## config.mk

```make
export PLATFORM = sky130hd
export DESIGN_NAME = mem_arbiter_flat
export DESIGN_NICKNAME = d
export VERILOG_FILES = /design/src/rtl/mem_arbiter_pkg.sv /design/src/rtl/mem_arbiter_if.sv /design/src/rtl/mem_arbiter_rr_pick.sv /design/src/rtl/mem_arbiter.sv /design/src/flat_wrapper.sv
export SDC_FILE = /design/constraint.sdc
export NUM_CORES = 1
export LEC_CHECK = 0
export CAP_MARGIN = 30
export CORE_MARGIN = 2
export CORE_UTILIZATION = 47
export CTS_BUF_LIST = sky130_fd_sc_hd__clkbuf_8
export DETAILED_ROUTE_END_ITERATION = 6
export GPL_ROUTABILITY_DRIVEN = 0
export PLACE_DENSITY = 0.84
export SETUP_SLACK_MARGIN = 0.4
export SLEW_MARGIN = 20
export SYNTH_ARGS = -nofsm -noshare
export SYNTH_HDL_FRONTEND = slang
export SYNTH_SLANG_ARGS = --single-unit
export TNS_END_PERCENT = 20
```

## constraint.sdc

```tcl
create_clock -name clk -period 5.1 [get_ports clk]
set_input_delay 1.275 -clock clk [delete_from_list [all_inputs] [get_ports clk]]
set_output_delay 1.275 -clock clk [all_outputs]
set_load 0.01 [all_outputs]
```

## src/rtl/mem_arbiter_pkg.sv

```systemverilog
// Shared types for the ay8 data-memory subsystem: direction encoding and arbiter states.
// Imported by the memory, the CPU requesters and the arbiter.
package ay8_mem_pkg;

  localparam logic RW_READ  = 1'b1;
  localparam logic RW_WRITE = 1'b0;

  // Width of the read watchdog; wide enough for the largest TIMEOUT of 255.
  localparam int WDOG_W = 8;

  typedef enum logic [1:0] {ARB_IDLE, ARB_ISSUE, ARB_WAIT, ARB_ACK} arb_state_t;

endpackage

```

## src/rtl/mem_arbiter_if.sv

```systemverilog
// Bundle of requester-side and memory-side signals around the shared data memory.
// The slave modport is the arbiter's view; master is the requesters/memory view.
interface mem_arbiter_if
  import ay8_mem_pkg::*;
#(
  parameter int N_REQ = 2,
  parameter int AW    = 8,
  parameter int DW    = 8
) ();

  localparam int IW = $clog2(N_REQ);

  logic [N_REQ-1:0]    req;
  logic [N_REQ-1:0]    rw;
  logic [N_REQ*AW-1:0] addr;
  logic [N_REQ*DW-1:0] wdata;
  logic [N_REQ-1:0]    ack;
  logic [DW-1:0]       rdata;
  logic                err;
  logic                busy;
  logic [IW-1:0]       gnt_id;

  logic                mem_start;
  logic                mem_rw;
  logic [AW-1:0]       mem_addr;
  logic [DW-1:0]       mem_wdata;
  logic [DW-1:0]       mem_rdata;
  logic                mem_rvalid;

  modport slave (
    input  req, rw, addr, wdata, mem_rdata, mem_rvalid,
    output ack, rdata, err, busy, gnt_id, mem_start, mem_rw, mem_addr, mem_wdata
  );

  modport master (
    output req, rw, addr, wdata, mem_rdata, mem_rvalid,
    input  ack, rdata, err, busy, gnt_id, mem_start, mem_rw, mem_addr, mem_wdata
  );

endinterface

```

## src/rtl/mem_arbiter_rr_pick.sv

```systemverilog
// Combinational round-robin selector: first active request at or after rr_ptr,
// wrapping modulo N_REQ.
module rr_pick
  import ay8_mem_pkg::*;
#(
  parameter int N_REQ = 2,
  localparam int IW   = $clog2(N_REQ)
) (
  input  logic [N_REQ-1:0] req,
  input  logic [IW-1:0]    rr_ptr,
  output logic             valid,
  output logic [IW-1:0]    idx
);

  // Scan from the farthest offset down so the nearest requester wins last.
  always_comb begin : pick
    logic [IW:0]   sum;
    logic [IW-1:0] cand;
    valid = 1'b0;
    idx   = '0;
    sum   = '0;
    cand  = '0;
    for (int i = N_REQ - 1; i >= 0; i--) begin
      sum = {1'b0, rr_ptr} + (IW+1)'(i);
      if (sum >= (IW+1)'(N_REQ)) begin
        sum = sum - (IW+1)'(N_REQ);
      end
      cand = sum[IW-1:0];
      if (req[cand]) begin
        valid = 1'b1;
        idx   = cand;
      end
    end
  end

endmodule

```

## src/rtl/mem_arbiter.sv

```systemverilog
// Round-robin arbiter and sequencer sharing the single data memory between N_REQ
// requesters, one transaction at a time, with a read watchdog.
module mem_arbiter
  import ay8_mem_pkg::*;
#(
  parameter int N_REQ   = 2,
  parameter int AW      = 8,
  parameter int DW      = 8,
  parameter int TIMEOUT = 15
) (
  input  logic          clk,
  input  logic          rst,
  mem_arbiter_if.slave  bus
);

  localparam int IW = $clog2(N_REQ);

  arb_state_t          state_q, state_d;
  logic [IW-1:0]       rr_q, rr_d;
  logic [IW-1:0]       gnt_q, gnt_d;
  logic [WDOG_W-1:0]   cnt_q, cnt_d;
  logic [N_REQ-1:0]    ack_q, ack_d;
  logic                err_q, err_d;
  logic [DW-1:0]       rdata_q, rdata_d;
  logic                start_q, start_d;
  logic                mrw_q, mrw_d;
  logic [AW-1:0]       maddr_q, maddr_d;
  logic [DW-1:0]       mwdata_q, mwdata_d;

  logic                pick_valid;
  logic [IW-1:0]       pick_idx;

  rr_pick #(.N_REQ(N_REQ)) u_pick (
    .req    (bus.req),
    .rr_ptr (rr_q),
    .valid  (pick_valid),
    .idx    (pick_idx)
  );

  always_ff @(posedge clk) begin
    if (!rst) begin
      state_q  <= ARB_IDLE;
      rr_q     <= '0;
      gnt_q    <= '0;
      cnt_q    <= '0;
      ack_q    <= '0;
      err_q    <= 1'b0;
      rdata_q  <= '0;
      start_q  <= 1'b0;
      mrw_q    <= RW_READ;
      maddr_q  <= '0;
      mwdata_q <= '0;
    end else begin
      state_q  <= state_d;
      rr_q     <= rr_d;
      gnt_q    <= gnt_d;
      cnt_q    <= cnt_d;
      ack_q    <= ack_d;
      err_q    <= err_d;
      rdata_q  <= rdata_d;
      start_q  <= start_d;
      mrw_q    <= mrw_d;
      maddr_q  <= maddr_d;
      mwdata_q <= mwdata_d;
    end
  end

  // Next values are computed here so every output toggles straight off a flop.
  always_comb begin
    state_d  = state_q;
    rr_d     = rr_q;
    gnt_d    = gnt_q;
    cnt_d    = cnt_q;
    ack_d    = '0;
    err_d    = 1'b0;
    rdata_d  = rdata_q;
    start_d  = 1'b0;
    mrw_d    = mrw_q;
    maddr_d  = maddr_q;
    mwdata_d = mwdata_q;

    unique case (state_q)
      ARB_IDLE: begin
        if (pick_valid) begin
          gnt_d    = pick_idx;
          mrw_d    = bus.rw[pick_idx];
          maddr_d  = bus.addr[pick_idx*AW +: AW];
          mwdata_d = bus.wdata[pick_idx*DW +: DW];
          start_d  = 1'b1;
          state_d  = ARB_ISSUE;
        end
      end
      ARB_ISSUE: begin
        if (mrw_q == RW_READ) begin
          cnt_d   = '0;
          state_d = ARB_WAIT;
        end else begin
          ack_d[gnt_q] = 1'b1;
          state_d      = ARB_ACK;
        end
      end
      ARB_WAIT: begin
        // Data arriving on the timeout cycle still wins over the error.
        if (bus.mem_rvalid) begin
          rdata_d      = bus.mem_rdata;
          ack_d[gnt_q] = 1'b1;
          state_d      = ARB_ACK;
        end else if (cnt_q == WDOG_W'(TIMEOUT)) begin
          rdata_d      = '0;
          err_d        = 1'b1;
          ack_d[gnt_q] = 1'b1;
          state_d      = ARB_ACK;
        end else begin
          cnt_d = cnt_q + WDOG_W'(1);
        end
      end
      ARB_ACK: begin
        rr_d    = (gnt_q == IW'(N_REQ - 1)) ? '0 : gnt_q + IW'(1);
        state_d = ARB_IDLE;
      end
      default: state_d = ARB_IDLE;
    endcase
  end

  assign bus.ack       = ack_q;
  assign bus.err       = err_q;
  assign bus.rdata     = rdata_q;
  assign bus.busy      = (state_q != ARB_IDLE);
  assign bus.gnt_id    = gnt_q;
  assign bus.mem_start = start_q;
  assign bus.mem_rw    = mrw_q;
  assign bus.mem_addr  = maddr_q;
  assign bus.mem_wdata = mwdata_q;

endmodule

```

## src/flat_wrapper.sv

```systemverilog
// flat-port wrapper written by rule: the top's interface ports become plain ports
module mem_arbiter_flat import ay8_mem_pkg::*;
#(
  parameter int N_REQ   = 2,
  parameter int AW      = 8,
  parameter int DW      = 8,
  parameter int TIMEOUT = 15
)
  (clk, rst, bus_req, bus_rw, bus_addr, bus_wdata, bus_mem_rdata, bus_mem_rvalid, bus_ack, bus_rdata, bus_err, bus_busy, bus_gnt_id, bus_mem_start, bus_mem_rw, bus_mem_addr, bus_mem_wdata);
  mem_arbiter_if #(.N_REQ(N_REQ), .AW(AW), .DW(DW)) bus_i ();
  input  logic clk;
  input  logic rst;
  input wire logic [$bits(bus_i.req)-1:0] bus_req;
  input wire logic [$bits(bus_i.rw)-1:0] bus_rw;
  input wire logic [$bits(bus_i.addr)-1:0] bus_addr;
  input wire logic [$bits(bus_i.wdata)-1:0] bus_wdata;
  input wire logic [$bits(bus_i.mem_rdata)-1:0] bus_mem_rdata;
  input wire logic [$bits(bus_i.mem_rvalid)-1:0] bus_mem_rvalid;
  output wire logic [$bits(bus_i.ack)-1:0] bus_ack;
  output wire logic [$bits(bus_i.rdata)-1:0] bus_rdata;
  output wire logic [$bits(bus_i.err)-1:0] bus_err;
  output wire logic [$bits(bus_i.busy)-1:0] bus_busy;
  output wire logic [$bits(bus_i.gnt_id)-1:0] bus_gnt_id;
  output wire logic [$bits(bus_i.mem_start)-1:0] bus_mem_start;
  output wire logic [$bits(bus_i.mem_rw)-1:0] bus_mem_rw;
  output wire logic [$bits(bus_i.mem_addr)-1:0] bus_mem_addr;
  output wire logic [$bits(bus_i.mem_wdata)-1:0] bus_mem_wdata;
  assign bus_i.req = bus_req;
  assign bus_i.rw = bus_rw;
  assign bus_i.addr = bus_addr;
  assign bus_i.wdata = bus_wdata;
  assign bus_i.mem_rdata = bus_mem_rdata;
  assign bus_i.mem_rvalid = bus_mem_rvalid;
  assign bus_ack = bus_i.ack;
  assign bus_rdata = bus_i.rdata;
  assign bus_err = bus_i.err;
  assign bus_busy = bus_i.busy;
  assign bus_gnt_id = bus_i.gnt_id;
  assign bus_mem_start = bus_i.mem_start;
  assign bus_mem_rw = bus_i.mem_rw;
  assign bus_mem_addr = bus_i.mem_addr;
  assign bus_mem_wdata = bus_i.mem_wdata;
  mem_arbiter #(.N_REQ(N_REQ), .AW(AW), .DW(DW), .TIMEOUT(TIMEOUT)) u_core (.clk(clk), .rst(rst), .bus(bus_i));
endmodule
```

==> results.yml, run 1 <==
yosys:
  synth_compound_area_share_pct: 21.0
  synth_mux_area_share_pct: 10.2
  synth_top_cell_area_share_pct: 44.2
  synth_top_family_by_area: "compound AO/OA/AOI/OAI gates"
  yosysWarningCount: 0
  synth-adder-area-share_pct: 4.04
  synth_top_cell_by_area: "dfxtp_1"
  avgSynthCellArea_um2: 9.33
  seq_area_frac_synth_pct: 44.2
  syn_area_um2: 1860
  synth-edff-count: 0
  syn_inst: 199
  synth-async-reset-ratio_pct: 0
  ys.flop_type: "dfxtp_1"
  synthTopCellsByArea: "dfxtp_1 44%, mux2i_1 10%, a211oi_1 6.9%, nor2_1 4.6%, ha_1 4.0%"
  synth_nets: 252
  synth_seq_cells: 41
  synth_xor_area_share_pct: 0
  synth-simple-area-share_pct: 17.0
  synth_cell_types: 39
grt:
  grt_pass1_vias: 1626
  grt_max_degree: 28
  grt_pass1_wl_um: 7420
  grt_use_total_pct: 21.7
  gr-total-overflow: 0
  antenna_found_initial: 0
critical_path:
  cp.arrival_ns: 1.71
  crit_path_start_kind: "flip-flop"
  r2r_cells: 6
  worstPathRequired_ns: 3.83
  setup.worst_path.end_class: "primary output"
  critPathMaxFanout: 5
  critPathKind: "reg -> out"
cells_and_area:
  final_cells: 325
  fin_nets: 329
  area_growth_pct: 50.9
  drive_gt1_share_pct: 6.14
  fin_area_um2: 2800
  antenna_cells: 0
  layout_common_cells: "77 x clkdlybuf4s50_1, 41 x dfxtp_1, 22 x nor2_1"
  final_common_cell: "clkdlybuf4s50_1"
  fin_util_pct: 75.4
detailed_routing:
  wire_per_inst_um: 14.5
  drc: 0
  antenna_left: 0
  drt_iter0_drc: 62
  vias: 1757
  finalWirelength_um: 4720
  via_per_inst: 5.41
  first_pass_iters: 4
sta:
  final_max_slew_viol_count: 0
  fin_crit_sh_pct: 58.5
  tns_ns: 0
  clock.fmax_mhz: 335
  whs_ns: 0.478
  hold_viol_final: 0
  worst_pin_slew_ns: 0.600
  fin_crit_ns: 2.98
  fin_ws_ns: 2.12
  clock-skew-final_ns: 0.00707
  max-slew-margin-rel_pct: 60.0
  final-setup-viol-count: 0
  rsz0062_at_grt: "no"
run_status:
  status: "finished clean"
placed_design:
  place_ws_ns: 1.99
  place_area_um2: 2680
  dpl.cell_count: 317
  dp_hpwl_um: 3520
  io_buffers: 77
job:
  max-cap-violations: 0
floorplan:
  die_x_um: 66.9
  start_util_pct: 50.0
  pin_count: 78
  die_area_um2: 4470
  rows: 22
  core_um2: 3720
  die_h_um: 66.9
clocking:
  clock_latency_ns: 0.29
  numCtsBuffers: 5
  cts_tree: "done"
  clockRootBuffer: "clkbuf_8"
  post_cts_resized: 0
  cts_sinks: 41
  path_clk_slew_ns: 0.08
  clk_path_buf_depth: 2
  cts_hold_buf: 0
  h-tree-depth: 2
  postCtsSetupBuffers: 0
power_and_ir_drop:
  vdd_ir_drop_max_v: 0.000263
  leakage_nw: 1.12
  fin_total_pwr_mw: 1.24
  powerDensity_nw_per_um2: 443
worst_hold_path:
  holdCritPathClass: "reg -> reg"
  whs_path_depth: 1
## Yosys cell counts, types with 2 or more instances
| cell type | number |
|---|---|
| nand3b_1 | 2 |
| nor2b_1 | 2 |
| a22o_1 | 8 |
| nand3_1 | 10 |
| nand2b_1 | 2 |
| o21ai_0 | 7 |
| mux2i_1 | 19 |
| clkbuf_1 | 7 |
| inv_1 | 5 |
| and3_1 | 4 |
| nor3_1 | 3 |
| nor2_1 | 23 |
| nor4_1 | 4 |
| dfxtp_1 | 41 |
| a21oi_1 | 10 |
| a211oi_1 | 17 |
| a311oi_1 | 2 |
| ha_1 | 6 |
| nand2_1 | 7 |
## registers in the layout (all words and copies together), names as in the netlist, 2 cells and up
name and cells:
u_core.state_q 2, u_core.bus.ack 2, u_core.bus.mem_addr 8, u_core.bus.rdata 8, u_core.cnt_q 8, u_core.bus.mem_wdata 8
## cell type report
class                           instances  area [um^2]
Fill cell                             286          915
Sequential cell                        41          821
Inverter                                6         22.5
Multi-Input combinational cell        142          977
Clock buffer                            6         82.6
Tap cell                               48         60.1
Clock inverter                          2         37.5
Timing Repair Buffer                   80          801
## path summary, 6_finish.rpt
kind,startpoint,to,slack (ns)
max,u_core.state_q[1],bus_busy,2.12
min,u_core.bus.rdata[7],u_core.bus.rdata[7],0.48
max reg2reg,u_core.state_q[1],u_core.cnt_q[7],3.22
min reg2reg,u_core.bus.rdata[7],u_core.bus.rdata[7],0.48
## metal layers
metal | wire [um] | global-route usage, % | part of all wire (%)
met5 | 0 | 0 | 0
met4 | 25 | 5.36 | 0.53
met3 | 298 | 5.24 | 6.3
met2 | 2400 | 36.9 | 51
met1 | 2000 | 27.4 | 42
## power by group
part           switching, mW  total, mW  internal [mW]  leakage (nW)
combinational          0.268      0.530          0.262         0.723
clock                  0.113      0.272          0.159        0.0574
sequential            0.0441      0.439          0.395         0.336
total                  0.425       1.24          0.816          1.12
## critical path: stages (launching register included)
cell and delay, ns:
dfxtp_1 0.40, inv_1 0.10, ha_1 0.21, inv_1 0.12
clkdlybuf4s50_1 0.57
## cells by family (layout without fill, tap and decap cells)
kind of cell / count (synthesis) / in the layout
and+or+nand+nor: 63 / 63
AOI/OAI and AO/OA: 54 / 54
DFF: 41 / 41
muxes: 19 / 19
buffers and inverters: 16 / 94
adders and majority gates: 6 / 6
Power figures use the tool's default switching activity.
==> run 2, diff against run 1 <==
--- a/config.mk
+++ b/config.mk
@@ -7,11 +7,11 @@
 export LEC_CHECK = 0
 export CAP_MARGIN = 30
 export CORE_MARGIN = 2
-export CORE_UTILIZATION = 47
+export CORE_UTILIZATION = 40
 export CTS_BUF_LIST = sky130_fd_sc_hd__clkbuf_8
 export DETAILED_ROUTE_END_ITERATION = 6
 export GPL_ROUTABILITY_DRIVEN = 0
-export PLACE_DENSITY = 0.84
+export PLACE_DENSITY = 0.76
 export SETUP_SLACK_MARGIN = 0.4
 export SLEW_MARGIN = 20
 export SYNTH_ARGS = -nofsm -noshare
==> constraint.sdc (replaced) <==
create_clock -name clk -period 2.73 [get_ports clk]
set_input_delay 0.6825 -clock clk [delete_from_list [all_inputs] [get_ports clk]]
set_output_delay 0.6825 -clock clk [all_outputs]
set_load 0.01 [all_outputs]
==> run 2 against run 1 <==
  * Total power rose by 92%
  * Non-clock buffer count rose by 2
  * Wire length rose by 0.34%
  * Core utilization fell by 11 points
==> results.yml, run 2 (synthesis results as in run 1) <==
run_status:
  status: "finished clean"
sta:
  rsz0062_at_grt: "no"
  clock.fmax_mhz: 461
  max-slew-margin-rel_pct: 61.4
  hold_viol_final: 0
  fin_crit_sh_pct: 79.5
  whs_ns: 0.474
  clock-skew-final_ns: 0.00751
  fin_crit_ns: 2.17
  fin_ws_ns: 0.560
  tns_ns: 0
  final-setup-viol-count: 0
  worst_pin_slew_ns: 0.579
  final_max_slew_viol_count: 0
placed_design:
  io_buffers: 77
  place_area_um2: 2690
  place_ws_ns: 0.508
  dpl.cell_count: 323
  dp_hpwl_um: 3460
cells_and_area:
  antenna_cells: 0
  final_common_cell: "clkdlybuf4s50_1"
  drive_gt1_share_pct: 6.81
  fin_nets: 331
  layout_common_cells: "76 x clkdlybuf4s50_1, 41 x dfxtp_1, 22 x nor2_1"
  final_cells: 331
  regArea_um2: 821
  area_growth_pct: 52.2
  multi_input_area_um2: 977
  fin_area_um2: 2830
  nFillCells: 385
  fin_util_pct: 64.0
job:
  max-cap-violations: 0
critical_path:
  setup.worst_path.end_class: "primary output"
  cp.arrival_ns: 1.49
  crit_path_start_kind: "flip-flop"
  worstPathRequired_ns: 2.05
  critPathKind: "reg -> out"
  critPathMaxFanout: 5
grt:
  grt_use_total_pct: 18.8
  gr-total-overflow: 0
  grt_max_degree: 33
  grt_pass1_wl_um: 7810
  antenna_found_initial: 0
  grt_pass1_vias: 1672
floorplan:
  rows: 24
  die_x_um: 72.1
  pin_count: 78
  core_um2: 4410
  die_area_um2: 5200
  start_util_pct: 42.1
  die_h_um: 72.1
detailed_routing:
  via_per_inst: 5.47
  wire_per_inst_um: 14.3
  finalWirelength_um: 4740
  first_pass_iters: 4
  vias: 1810
  drc: 0
  drt_iter0_drc: 81
  antenna_left: 0
clocking:
  numCtsBuffers: 5
  clock_latency_ns: 0.29
  cts_tree: "done"
  h-tree-depth: 2
  clockRootBuffer: "clkbuf_8"
  clk_path_buf_depth: 2
  cts_hold_buf: 0
  post_cts_resized: 1
  path_clk_slew_ns: 0.08
  cts_sinks: 41
  postCtsSetupBuffers: 0
power_and_ir_drop:
  fin_total_pwr_mw: 2.38
  leakage_nw: 1.14
  switchingPower_uw: 799
  powerDensity_nw_per_um2: 841
  p_int_mw: 1.58
  clock_power_share_pct: 24.3
  pwr-share-seq_pct: 34.5
  power_frac_comb_pct: 41.3
  vdd_ir_drop_max_v: 0.000397
  p_sw_share_pct: 33.6
worst_hold_path:
  holdCritPathClass: "reg -> reg"
## run 2: power groups by stage
stage          Clock (mW)  Combinational, mW  Sequential (mW)
2_1_floorplan           0              0.488            0.880
3_3_place_gp            0              0.972            0.829
3_5_place_dp            0              0.982            0.832
4_1_cts             0.588              0.981            0.819
5_1_grt             0.609               1.09            0.838
6_report            0.577              0.981            0.819
## run 2: final timing paths
kind	slack, ns	to	start	depth (start not counted)
setup / recovery	0.56	bus_busy	u_core.state_q[0]	4
hold / removal	0.47	u_core.bus.rdata[7]	u_core.bus.rdata[7]	1
setup reg to reg	0.82	u_core.cnt_q[7]	u_core.state_q[0]	6
hold reg to reg	0.47	u_core.bus.rdata[7]	u_core.bus.rdata[7]	1
## run 2: worst max-delay path, cell delays in order (launching register included)
cell           delay [ns]
dfxtp_1              0.38
inv_1                0.12
ha_1                 0.24
inv_1                0.13
dlygate4sd2_1        0.33
## run 2: final cells by class
cell class	instances	area share, %
multi-input cells	142	34.6
flip-flops and latches	41	29.0
repair buffers	82	28.6
clock buffers	5	2.43
clock inverters	3	2.30
well taps	52	2.30
inverters	6	0.797
## run 2: layer usage
metal	GRT usage (%)	vias up	share of wire, %
li1	-	897	-
met1	24.2	823	44
met2	29.7	81	46
met3	4.31	9	7.2
met4	9.22	0	2.7
met5	0	-	0
